**config.mk**
```make
export PLATFORM = sky130hd
export DESIGN_NAME = bus_slice_router
export DESIGN_NICKNAME = d
export VERILOG_FILES = /design/src/rtl/bus_slice_router_pkg.sv /design/src/rtl/slice_skid_buf.sv /design/src/rtl/bus_slice_router.sv
export SDC_FILE = /design/constraint.sdc
export NUM_CORES = 1
export LEC_CHECK = 0
export ABC_AREA = 1
export ABC_CLOCK_PERIOD_IN_PS = 1950
export BUFFER_PORTS_ARGS = -buffer_cell sky130_fd_sc_hd__buf_2
export CAP_MARGIN = 0
export CORE_AREA = 5 5 61 63
export CTS_BUF_LIST = sky130_fd_sc_hd__clkbuf_8 sky130_fd_sc_hd__clkbuf_16
export DETAILED_ROUTE_END_ITERATION = 12
export DIE_AREA = 0 0 66 68
export PLACE_DENSITY = 0.57
export SKIP_CTS_REPAIR_TIMING = 1
export SYNTH_ARGS = -nofsm -noshare
export SYNTH_HDL_FRONTEND = slang
export SYNTH_SLANG_ARGS = --single-unit
```
**constraint.sdc**
```tcl
create_clock -name clk -period 1.95 [get_ports clk]
set_input_delay 0.39 -clock clk [delete_from_list [all_inputs] [get_ports clk]]
set_output_delay 0.39 -clock clk [all_outputs]
set_load 0.01 [all_outputs]
```
**src/rtl/bus_slice_router_pkg.sv**
```systemverilog
// Shared types and the wrap-around slice helper for bus_slice_router.
// slice_lane works on MAX_W-wide words; callers cast in/out.
package bus_slice_router_pkg;

  localparam int MAX_W = 64;

  typedef logic [MAX_W-1:0] word_t;

  typedef enum logic [1:0] {
    EMPTY,
    ONE,
    FULL
  } buf_state_e;

  // bit j = data[(ofs + j) mod in_w], j < out_w.
  // ofs < in_w and j < in_w, so one subtract is a full modulo.
  function automatic word_t slice_lane(
    input word_t      data,
    input logic [6:0] in_w,
    input logic [6:0] out_w,
    input logic [6:0] ofs
  );
    word_t      r;
    logic [6:0] idx;
    logic [6:0] jv;
    r = '0;
    for (int j = 0; j < MAX_W; j++) begin
      jv = 7'(j);
      if (jv < out_w) begin
        idx = ofs + jv;
        if (idx >= in_w) idx = idx - in_w;
        r[jv[5:0]] = data[idx[5:0]];
      end
    end
    return r;
  endfunction

endpackage

```
**src/rtl/slice_skid_buf.sv**
```systemverilog
// Two-entry valid/ready FIFO buffer, registered outputs.
// in_ready/out_valid come only from state; out_data is the head entry.
module slice_skid_buf
  import bus_slice_router_pkg::*;
#(
  parameter int DW = 8
) (
  input  logic          clk,
  input  logic          rst_n,
  input  logic          in_valid,
  output logic          in_ready,
  input  logic [DW-1:0] in_data,
  output logic          out_valid,
  input  logic          out_ready,
  output logic [DW-1:0] out_data
);

  buf_state_e    state;
  logic [DW-1:0] head;
  logic [DW-1:0] tail;
  logic          acc;
  logic          drn;

  assign in_ready  = (state != FULL);
  assign out_valid = (state != EMPTY);
  assign out_data  = head;
  assign acc       = in_valid && in_ready;
  assign drn       = out_valid && out_ready;

  always_ff @(posedge clk or negedge rst_n) begin
    if (!rst_n) begin
      state <= EMPTY;
      head  <= '0;
      tail  <= '0;
    end else begin
      unique case (state)
        EMPTY: begin
          if (acc) begin
            head  <= in_data;
            state <= ONE;
          end
        end
        ONE: begin
          if (acc && drn) begin
            head <= in_data;
          end else if (acc) begin
            tail  <= in_data;
            state <= FULL;
          end else if (drn) begin
            state <= EMPTY;
          end
        end
        FULL: begin
          if (drn) begin
            head  <= tail;
            state <= ONE;
          end
        end
        default: state <= EMPTY;
      endcase
    end
  end

endmodule

```
**src/rtl/bus_slice_router.sv**
```systemverilog
// Registered bit-slice router: NUM_OUT programmable wrap-around lanes.
// Ports: cfg_* program lane offsets, in_*/out_* valid/ready data path.
module bus_slice_router
  import bus_slice_router_pkg::*;
#(
  parameter int IN_W    = 4,
  parameter int OUT_W   = 2,
  parameter int NUM_OUT = 2,
  parameter int OFS_W   = $clog2(IN_W),
  parameter int LANE_W  = (NUM_OUT > 1) ? $clog2(NUM_OUT) : 1
) (
  input  logic                     clk,
  input  logic                     rst_n,
  input  logic                     cfg_we,
  input  logic [LANE_W-1:0]        cfg_lane,
  input  logic [OFS_W-1:0]         cfg_ofs,
  output logic                     cfg_err,
  input  logic                     cfg_err_clr,
  input  logic                     in_valid,
  output logic                     in_ready,
  input  logic [IN_W-1:0]          in_data,
  output logic                     out_valid,
  input  logic                     out_ready,
  output logic [NUM_OUT*OUT_W-1:0] out_data
);

  localparam int DW = NUM_OUT * OUT_W;

  logic [OFS_W-1:0] ofs_q [NUM_OUT];
  logic             cfg_ok;
  logic [DW-1:0]    sliced;

  assign cfg_ok =
    ({1'b0, cfg_lane} < (LANE_W+1)'(NUM_OUT)) &&
    ({1'b0, cfg_ofs}  < (OFS_W+1)'(IN_W));

  always_ff @(posedge clk or negedge rst_n) begin
    if (!rst_n) begin
      for (int k = 0; k < NUM_OUT; k++)
        ofs_q[k] <= OFS_W'((k * OUT_W) % IN_W);
      cfg_err <= 1'b0;
    end else begin
      for (int k = 0; k < NUM_OUT; k++)
        if (cfg_we && cfg_ok && cfg_lane == LANE_W'(k))
          ofs_q[k] <= cfg_ofs;
      // set beats clear
      if (cfg_we && !cfg_ok)
        cfg_err <= 1'b1;
      else if (cfg_err_clr)
        cfg_err <= 1'b0;
    end
  end

  for (genvar k = 0; k < NUM_OUT; k++) begin : g_lane
    assign sliced[k*OUT_W +: OUT_W] = OUT_W'(slice_lane(
      word_t'(in_data), 7'(IN_W), 7'(OUT_W), 7'(ofs_q[k])));
  end

  slice_skid_buf #(
    .DW(DW)
  ) u_buf (
    .clk      (clk),
    .rst_n    (rst_n),
    .in_valid (in_valid),
    .in_ready (in_ready),
    .in_data  (sliced),
    .out_valid(out_valid),
    .out_ready(out_ready),
    .out_data (out_data)
  );

endmodule

```
---- After elaboration in Yosys (flattened, before gate mapping) ----
Cells that the tools add are included.
storage, ports and cells
  flip-flop bits (word level) ............. 14
  input port bits ......................... 13
  output and inout bits ................... 7
  logic and storage cells ................. 62
operators by class
  $add $sub $neg .......................... 6
  order comparisons ....................... 8
  eq/ne operators ......................... 8
  muxes and demuxes ....................... 22
  bitwise operators ....................... 2
  reductions and logical operators ........ 11
operators with widths
  kind                 number
  $lt 6x7->1 const B   4
  $bmux 1 s6           4
  $mux 6               4
  $mux 4               3
  $pmux 4 s3           1
  $mux 2               5
  $reduce_and 4->1     2
  $sub 2x3->4 const B  2
  $sub 3x3->4 const B  2
  $add 2x1->3 const B  2
  $ge 2x3->1 const B   2
  $ge 3x3->1 const B   2
  $ne 2x1->1 const B   3
  $pmux 2 s3           1
  $logic_and 1x1->1    5
  $mux 1               4
  $ne 2x2->1 const B   2
  $ne 3x1->1 const B   1
  $reduce_and 3->1     1
  $reduce_bool 3->1    1
  $eq 2x1->1 const B   1
  $eq 2x2->1 const B   1
  $logic_not 2->1      1
  $not 1->1            2
  $reduce_bool 2->1    1

---- Logic depth before layout (Yosys ltp) ----
Gate-level depths: netlist of run 1.
  word-level depth ........................ 7
  depth in mapped cells ................... 8
  mapped depth without buffers ............ 8

---- Hierarchy ----
Synthesis of run 1 repeated with hierarchy kept, for this count alone.
unflattened totals
  cells, all modules ...................... 119
  area, all modules ....................... 854.6 um^2
modules (own cells, without submodules)
  module            instances  cells each  area each (um^2)  sequential area each (um^2)
  slice_skid_buf    1          60          485.5             250.2
  bus_slice_router  1          59          369.1             101.3

---- Worst setup path before layout of run 1 ----
OpenSTA, ideal clock, no wires.
  path kind ............................... reg-to-reg
  from .................................... reg ofs_q[1] in the netlist's numbering
  to ...................................... reg u_buf.head[3], in the netlist u_buf.out_data[3]
  setup time .............................. 0.116 ns
  arrival ................................. 1.078 ns
  data required time ...................... 1.834 ns
  path slack .............................. 0.755 ns
  cell stages (with the launch flop) ...... 8
  buffers on the path ..................... 0
  period minus slack after synthesis ...... 1.195 ns
  path through ............................ dfstp_2 > ha_1 > nand3_1 > nand2_1 > nand2_1 > nand2_1 > nand2_1 > nand2_1
between the ends
  longest elaborated chain between the ends .. 7
  elaborated cells on any way between the ends .. 9
  classes of those cells .................. add/sub (2); order compare (1); mux (6)
ends and longest elaborated chain
  element                                           RTL line                                    text
  start: declaration                                bus_slice_router.sv:29                      logic [OFS_W-1:0] ofs_q [NUM_OUT];
  start signal: indexed assignment                  bus_slice_router.sv:40                      ofs_q[k] <= OFS_W'((k * OUT_W) % IN_W);
  start signal: indexed assignment                  bus_slice_router.sv:45                      ofs_q[k] <= cfg_ofs;
  $add 2x1->3 *                                     bus_slice_router_pkg.sv:30                  idx = ofs + jv;
  $sub 3x3->4 / $ge 3x3->1 (equally long branches)  bus_slice_router_pkg.sv:31                  if (idx >= in_w) idx = idx - in_w;
  $mux 6 *                                          bus_slice_router_pkg.sv:31
  $bmux 1 s6 *                                      bus_slice_router_pkg.sv:32                  r[jv[5:0]] = data[idx[5:0]];
  $mux 1 (not written as such) *                    bus_slice_router_pkg.sv:32
  $mux 4 (on tied branches)                         slice_skid_buf.sv:44, slice_skid_buf.sv:38
  $pmux 4 s3 *                                      slice_skid_buf.sv:36                        unique case (state)
  end signal: assignment                            slice_skid_buf.sv:39                        head <= in_data;
  end signal: assignment                            slice_skid_buf.sv:45                        head <= in_data;
  end signal: assignment                            slice_skid_buf.sv:55                        head <= tail;
  end: declaration                                  slice_skid_buf.sv:19                        logic [DW-1:0] head;
Every way passes the cells marked *; elsewhere a longest branch is shown, timed or not. The select of a mux whose other input is x is not followed.
A chain may end at the register's enable or synchronous reset.

---- Worst setup path after layout of run 1 ----
  from .................................... reg u_buf.state[0]
  to ...................................... out in_ready
between the ends
  longest elaborated chain between the ends .. 1
ends and longest elaborated chain
  element                   RTL line                text
  start: declaration        slice_skid_buf.sv:18    buf_state_e state;
  start signal: assignment  slice_skid_buf.sv:32    state <= EMPTY;
  start signal: assignment  slice_skid_buf.sv:40    state <= ONE;
  start signal: assignment  slice_skid_buf.sv:48    state <= FULL;
  $ne 2x2->1                slice_skid_buf.sv:24    assign in_ready = (state != FULL);
  end: declaration          bus_slice_router.sv:20  output logic in_ready,
No other way between the ends.

==> results.toml, run 1 <==
[clocking]
cts_buffers = 3
cts_sinks = 14
cts-root-buf = "clkbuf_8"
insertion_delay_ns = 0.25
path_clk_slew_ns = 0.06
h-tree-depth = 1
cts_tree = "done"
ctsLongestPathBuffers = 2

[synth]
netlist.area_leader.share_pct = 39.4
synth_top_family_by_area = "simple AND/OR/NAND/NOR gates"
synth_mux_area_share_pct = 0
syn_area_per_cell_um2 = 7.06
yosysMostFrequentCell = "nand2_1"
synthSimpleGateAreaFrac_pct = 32.4
synth_xor_xnor_area_share_pct = 0
synthArstFlopShare_pct = 100
syn_nets = 134
synth-seq-cells = 14
synth_flop_cell = "dfrtp_1"
synthTopCellsByArea = "dfrtp_1 39%, nand2_1 21%, inv_1 7.3%"
synth_compound_area_share_pct = 9.85
synthDistinctLibCells = 18
synth_largest_area_cell = "dfrtp_1"
synth_area_um2 = 826
synth-edff-count = 0
seq_area_frac_synth_pct = 42.6
syn_inst = 117
yosys-top-cells-count = "46 x nand2_1, 16 x inv_1, 13 x dfrtp_1, 10 x o21ai_0, 9 x nor2_1"
synthAdderAreaFrac_pct = 6.06
ys_warn_count = 0

[flow_run]
maxCapViolCount = 0

[detailed_routing]
num_vias = 737
wirelength_mm = 1.69
drt_pass1_iterations = 3
wl_per_cell_um = 9.22
vias_per_cell = 4.03
drtAntennaViolNets = 0
drcViolationCount = 0
drt-initial-drc-count = 23

[final_layout]
layout-drive-gt1-share_pct = 19.7
seq_area_um2 = 352
fillers = 349
nNetsFinal = 155
multi_input_area_um2 = 403
diodes = 0
syn_to_final_growth_pct = 23.0
utilization_pct = 32.0

[timing]
skew_ns = 0.00418
fin_setup_tns_ns = 0
period_share_pct = 75.1
finalHoldViolations = 0
fmax_mhz = 683
slew_viol_final = 0
final.min_clock_period_ns = 1.46
rsz0062_at_grt = "no"
setup_violations = 0

[critical_path]
cp_data_required_time_ns = 1.56
cpMaxStageDelayCell = "dfrtp_1"
cp-end-kind = "output port"
path_max_fanout = 10
critPathMaxStageDelay_ns = 0.40
worstSetupPathType = "flip-flop to output port"
cp-start-kind = "flip-flop"
arrival_ns = 1.07
path_cells = "nor2_2, inv_2, buf_2"

[floorplan]
core_area_um2 = 3180
dieHeight_um = 68
start_util_pct = 26.0
num_rows = 21
die_x_um = 66
dieArea_um2 = 4490
io_pins = 20

[placement]
port_buffers = 17
gp_congestion = 0.801
place_hpwl_mm = 1.32

[power_and_ir_drop]
leakagePower_nw = 0.577
ir_drop_mv = 0.434
p_per_area_nw_per_um2 = 1050

[global_routing]
grt_max_degree = 15
grt_pass1_wl_mm = 2.86
grt_pass1_vias = 671
overflow = 0
grt_antenna_before_repair = 0
grtUsageTotal_pct = 8.46

[min_path]
worstHoldPathType = "input pin to async pin"

[status]
status = "finished clean"
-- cell usage in the layout (no fill, tap or decap) --
cell type and instances:
clkbuf_8 4, nand2_4 1, nand3_1 7, a21oi_1 2, or2_4 1, nor2_1 9
nor2_2 1, inv_1 16, dfstp_2 1, inv_2 1, dfrtp_1 13, nand2_1 46
o21ai_0 10, o21ai_1 1, ha_1 4, conb_1 1, o21ai_2 1, o31ai_1 1
buf_2 17
-- routing by layer --
| layer | track usage (%) | wire (µm) | vias up |
|---|---|---|---|
| met5 | 0 | 0 | - |
| met4 | 3.05 | 28 | 0 |
| met3 | 3.61 | 96 | 4 |
| met2 | 13.6 | 768 | 15 |
| met1 | 10.1 | 794 | 319 |
| li1 | - | - | 399 |
-- report_power, final --
| group | switching (mW) | leakage [nW] | internal, mW |
|---|---|---|---|
| sequential | 0.0688 | 0.173 | 0.391 |
| clock | 0.101 | 0.0288 | 0.179 |
| combinational | 0.191 | 0.375 | 0.136 |
-- area by class of cell --
| type | instances | area share [%] |
|---|---|---|
| Inverter | 17 | 6.28 |
| Clock buffer | 4 | 5.42 |
| Timing Repair Buffer | 17 | 8.37 |
| Multi-Input combinational cell | 85 | 39.7 |
| Sequential cell | 14 | 34.6 |
| Tap cell | 46 | 5.67 |
-- worst paths after layout --
path / start / to / slack [ns] / cells past startpoint
worst max-delay path: u_buf.state[0] / in_ready / 0.49 / 3
worst min-delay path: rst_n / u_buf.out_data[1] / 0.03 / 1
worst max register to register: ofs_q[1] / u_buf.out_data[3] / 0.63 / 7
worst min register to register: u_buf.out_data[1] / u_buf.out_data[1] / 0.47 / 2
max in group asynchronous: rst_n / ofs_q[1] / 1.63 / 1
min in group clk: in_valid / u_buf.state[0] / 0.34 / 2
-- logic make-up (layout without fill, tap and decap cells) --
logic type,after synthesis,count (layout)
buffers and inverters,18,38
AND/OR/NAND/NOR,65,65
flip-flops,14,14
adder cells (fa/ha/maj),4,4
other,1,1
AO/OA/AOI/OAI,15,15
-- worst max-delay path, delay by kind of cell (launching register included) --
family | cells | cell delay [ns]
flops | 1 | 0.40
buf+inv | 2 | 0.27
simple gates | 1 | 0.16
-- state kept, by name, summed over array words and instances (netlist names) --
name and flops:
u_buf.tail 4, u_buf.state 2, u_buf.out_data 4, ofs_q 4
-- per-stage QoR --
| stage | worst slack (ns) | instances | total power [mW] | hold slack (ns) | instance area, µm² |
|---|---|---|---|---|---|
| after CTS | 0.462 | 183 | 1.09 | 0.0374 | 1020 |
| after floorplan | 0.755 | 117 | 0.679 | 0.0944 | 826 |
| after global routing | 0.385 | 183 | 1.16 | 0.0520 | 1020 |
| final | 0.486 | 183 | 1.07 | 0.0270 | 1020 |
| after global placement | 0.646 | 179 | 0.785 | 0.302 | 961 |
| after detailed placement | 0.624 | 179 | 0.797 | 0.309 | 961 |
Note: power is estimated with default switching activity, not from simulation.
==> inputs of run 2 (changes only) <==
- ABC_CLOCK_PERIOD_IN_PS: 1950 -> 1200
- PLACE_DENSITY: 0.57 -> 0.58
- clock period: 1.95 -> 1.2 ns (I/O delays scaled with it)
==> run 2 against run 1 <==
Net effect: the flow now finishes with violations (negative setup slack); non-clock buffer count grew 7; critical path depth shrank 1; count of clock-buffer cells in the layout is the same; critical endpoint is now out_valid.
==> results.toml, run 2 (synthesized netlist as in run 1, its figures left out) <==
[placement]
gp_congestion = 0.875
place_ws_ns = -0.00553
place_hpwl_mm = 1.37
port_buffers = 17

[timing]
skew_ns = 0.00169
setup_violations = 3
setup_ws_ns = -0.117
final.min_clock_period_ns = 1.32
slew_viol_final = 0
period_share_pct = 110
rsz0062_at_grt = "yes"
finalHoldViolations = 0
fmax_mhz = 759

[flow_run]
maxCapViolCount = 0

[global_routing]
grt_max_degree = 15
grtUsageTotal_pct = 8.17
overflow = 0
grt_antenna_before_repair = 0
grt_pass1_wl_mm = 2.79
grt_pass1_vias = 686

[detailed_routing]
vias_per_cell = 4.13
wirelength_mm = 1.90
drcViolationCount = 0
drt_pass1_iterations = 4
wl_per_cell_um = 9.96
drtAntennaViolNets = 0
drt-initial-drc-count = 26
num_vias = 788

[power_and_ir_drop]
internal-power_mw = 1.24
power.switching_uw = 648
p_total_mw = 1.88
p_sw_share_pct = 34.4
pwr-share-clk_pct = 24.6
ir_drop_mv = 0.443
seq_power_share_pct = 39.1
p_comb_share_pct = 36.4
p_per_area_nw_per_um2 = 1630
leakagePower_nw = 0.616

[final_layout]
syn_to_final_growth_pct = 39.7
fillers = 329
diodes = 0
nNetsFinal = 163
layout_commonest_cell = "nand2_1"
layout-drive-gt1-share_pct = 32.4
utilization_pct = 36.3
layout_common_cells = "43 x nand2_1, 16 x buf_2, 13 x inv_1, 12 x dfrtp_1, 9 x nor2_1"

[floorplan]
start_util_pct = 26.0
io_pins = 20
dieArea_um2 = 4490
core_area_um2 = 3180
die_x_um = 66
num_rows = 21
dieHeight_um = 68

[clocking]
cts_buffers = 3
insertion_delay_ns = 0.25
ctsLongestPathBuffers = 2
h-tree-depth = 1
path_clk_slew_ns = 0.06
cts_sinks = 14
cts-root-buf = "clkbuf_8"
cts_tree = "done"

[critical_path]
cp-start-kind = "flip-flop"
cp-end-kind = "output port"
worstSetupPathType = "flip-flop to output port"
arrival_ns = 1.08
cp_data_required_time_ns = 0.96
path_max_fanout = 3

[status]
violations = "negative setup slack"
status = "finished, violations left"

[min_path]
worstHoldPathType = "input pin to flip-flop"
-- run 2: cell count changes in the layout (fill, tap and decap cells not counted), sizes merged --
cell,previous run,this run
buf,17,23
dlygate4sd3,0,1
nand3,7,8
-- run 2: path summary, 6_finish.rpt --
check / startpoint / endpoint / slack [ns] / cells past startpoint
min in group asynchronous: rst_n / u_buf.out_data[1] / 0.42 / 2
worst max register to register: u_buf.state[1] / u_buf.out_data[2] / -0.01 / 6
worst min-delay path: in_valid / u_buf.state[0] / 0.19 / 2
worst min register to register: u_buf.out_data[1] / u_buf.out_data[1] / 0.48 / 2
worst max-delay path: u_buf.state[0] / out_valid / -0.12 / 2
max in group asynchronous: rst_n / ofs_q[1] / 0.49 / 2
-- run 2: cell type report --
cell class	count	area, µm²	share of cell area (%)
clock buffer	4	55.1	4.77
tap	46	57.6	4.99
timing repair buffer	24	154	13.3
sequential	14	353	30.6
inverter	17	66.3	5.75
multi-input combinational	86	468	40.6
-- run 2: per-stage QoR --
step / TNS, ns / hold WS (ns) / std cells / instance area [µm²]
6_report: -0.208 / 0.190 / 191 / 1150
5_1_grt: -0.847 / 0.182 / 191 / 1150
4_1_cts: -0.324 / -0.109 / 187 / 1050
3_5_place_dp: -0.0148 / 0.159 / 183 / 991
3_3_place_gp: -0.00559 / 0.152 / 183 / 991
2_1_floorplan: 0 / -0.0556 / 117 / 826
-- run 2: power groups by stage --
| stage | logic (mW) | registers (mW) | clock network (mW) |
|---|---|---|---|
| 6_report | 0.685 | 0.736 | 0.463 |
| 5_1_grt | 0.774 | 0.763 | 0.503 |
| 4_1_cts | 0.590 | 0.723 | 0.473 |
| 3_5_place_dp | 0.586 | 0.731 | 0 |
| 3_3_place_gp | 0.576 | 0.724 | 0 |
| 2_1_floorplan | 0.337 | 0.765 | 0 |
-- run 2: routing by layer --
metal,GRT usage (%),part of all wire [%],up-vias
met5,0,0,-
met2,15.4,50,16
met1,8.45,43,353
li1,-,-,417
met4,2.28,0.63,0
met3,3.12,6.0,2
-- run 2: worst max-delay path, stage by stage, from the launching register on --
cell     delay (ns)
dfrtp_2        0.43
or2_4          0.28
buf_6          0.12
==> inputs of run 3 (changes only) <==
- CELL_PAD_IN_SITES_DETAIL_PLACEMENT: not set -> 1
- CELL_PAD_IN_SITES_GLOBAL_PLACEMENT: not set -> 1
- PLACE_DENSITY: 0.58 -> 0.73
==> run 3 against run 2 <==
Net effect: the run still ends with negative setup slack left; routed wire length up 30%; maximum frequency down 0.21%; global-route usage up 1.6 points; critical endpoint unchanged; via count up 9.6%.
==> results.toml, run 3 (synthesized netlist as in run 1, its figures left out) <==
[floorplan]
num_rows = 21
dieHeight_um = 68
core_area_um2 = 3180
die_x_um = 66
io_pins = 20
dieArea_um2 = 4490
start_util_pct = 26.0

[min_path]
hold_start = "in_valid"
whs_path_depth = 2
holdPathEnd = "u_buf.state[0]"
worstHoldPathType = "input pin to flip-flop"

[critical_path]
cp-start-kind = "flip-flop"
crit_family = "flip-flops"
worstSetupPathType = "flip-flop to output port"
r2r-start = "ofs_q[1]"
path_cells = "or2_4, buf_6"
cpMaxStageDelayCell = "dfrtp_1"
critPathMaxStageDelay_ns = 0.42
rr_endpoint = "u_buf.out_data[3]"
worst-path-buf-inv = 1
cp-startpoint = "u_buf.state[0]"
cp-end-kind = "output port"
path_max_fanout = 3
cp_num_cells = 2
arrival_ns = 1.08
r2r_cells = 8
cp_data_required_time_ns = 0.96
rrSetupSlack_ns = -0.02

[clocking]
cts_buffers = 3
insertion_delay_ns = 0.24
path_clk_slew_ns = 0.06
cts-root-buf = "clkbuf_8"
cts_tree = "done"
ctsLongestPathBuffers = 2
h-tree-depth = 1
cts_sinks = 14

[power_and_ir_drop]
leakagePower_nw = 0.658
seq_power_share_pct = 37.1
power.switching_uw = 715
p_per_area_nw_per_um2 = 1610
pwr-share-clk_pct = 22.6
internal-power_mw = 1.29
p_comb_share_pct = 40.2
ir_drop_mv = 0.501
p_sw_share_pct = 35.7

[status]
status = "finished, violations left"
violations = "negative setup slack"

[global_routing]
grt_pass1_wl_mm = 3.37
grt_pass1_vias = 818
overflow = 0
grt_max_degree = 15
grtUsageTotal_pct = 9.81
grt_antenna_before_repair = 0

[timing]
slew_viol_final = 0
fmax_mhz = 758
setup_violations = 5
final.min_clock_period_ns = 1.32
skew_ns = 0.00559
setup_ws_ns = -0.120
finalHoldViolations = 0
rsz0062_at_grt = "yes"
period_share_pct = 110

[final_layout]
layout_common_cells = "43 x nand2_1, 15 x buf_2, 14 x inv_1, 12 x dfrtp_1, 7 x buf_6"
multi_input_area_um2 = 509
fin_cells = 197
fillers = 399
syn_to_final_growth_pct = 51.1
seq_area_um2 = 353
utilization_pct = 39.2
nNetsFinal = 169
layout_commonest_cell = "nand2_1"
layout-drive-gt1-share_pct = 37.1
diodes = 0

[placement]
place_inst = 183
gp_congestion = 0.709
place_hpwl_mm = 1.65
port_buffers = 17
place_ws_ns = -0.0536

[flow_run]
maxCapViolCount = 0

[detailed_routing]
drt-initial-drc-count = 38
drt_pass1_iterations = 4
wirelength_mm = 2.47
drtAntennaViolNets = 0
drcViolationCount = 0
num_vias = 864
vias_per_cell = 4.39
wl_per_cell_um = 12.6
## run 3: layout make-up
| type | instances | share of cell area (%) |
|---|---|---|
| inverters | 17 | 5.12 |
| repair buffers | 29 | 16.8 |
| flip-flops and latches | 14 | 28.3 |
| well taps | 46 | 4.61 |
| clock buffers | 4 | 4.41 |
| multi-input cells | 87 | 40.8 |
## run 3: power groups by stage
stage	Combinational, mW	Clock [mW]	Sequential, mW
global route	0.911	0.496	0.768
floorplan	0.337	0	0.765
global placement	0.577	0	0.723
CTS	0.606	0.468	0.727
detailed placement	0.604	0	0.734
finish	0.806	0.454	0.744
## run 3: layer usage
layer / GRT usage (%) / wire [µm]
met5: 0 / 0
met3: 3.28 / 98
met4: 3.05 / 10
met2: 18.3 / 1310
met1: 10.5 / 1050
## run 3: worst register-to-register path: stages (launching register included)
cell,delay [ns]
dfstp_2,0.55
buf_4,0.13
ha_1,0.14
inv_1,0.05
nand2_1,0.06
nand2_2,0.07
nand2_1,0.06
nand2_1,0.04
nand2_1,0.06
## run 3: worst max-delay path by stage
stage | endpoint
after CTS | in_ready
after floorplan | u_buf.out_data[3]
after global placement | u_buf.out_data[3]
after global routing | out_valid
after detailed placement | u_buf.tail[3]
final | out_valid
## run 3: through the flow
step	hold WS [ns]	instance area [µm²]	setup TNS, ns	power [mW]
floorplan	-0.0556	826	0	1.10
global placement	0.156	991	-0.0152	1.30
detailed placement	0.162	991	-0.150	1.34
CTS	-0.102	1050	-0.458	1.80
global route	0.201	1250	-0.958	2.18
finish	0.207	1250	-0.223	2.00
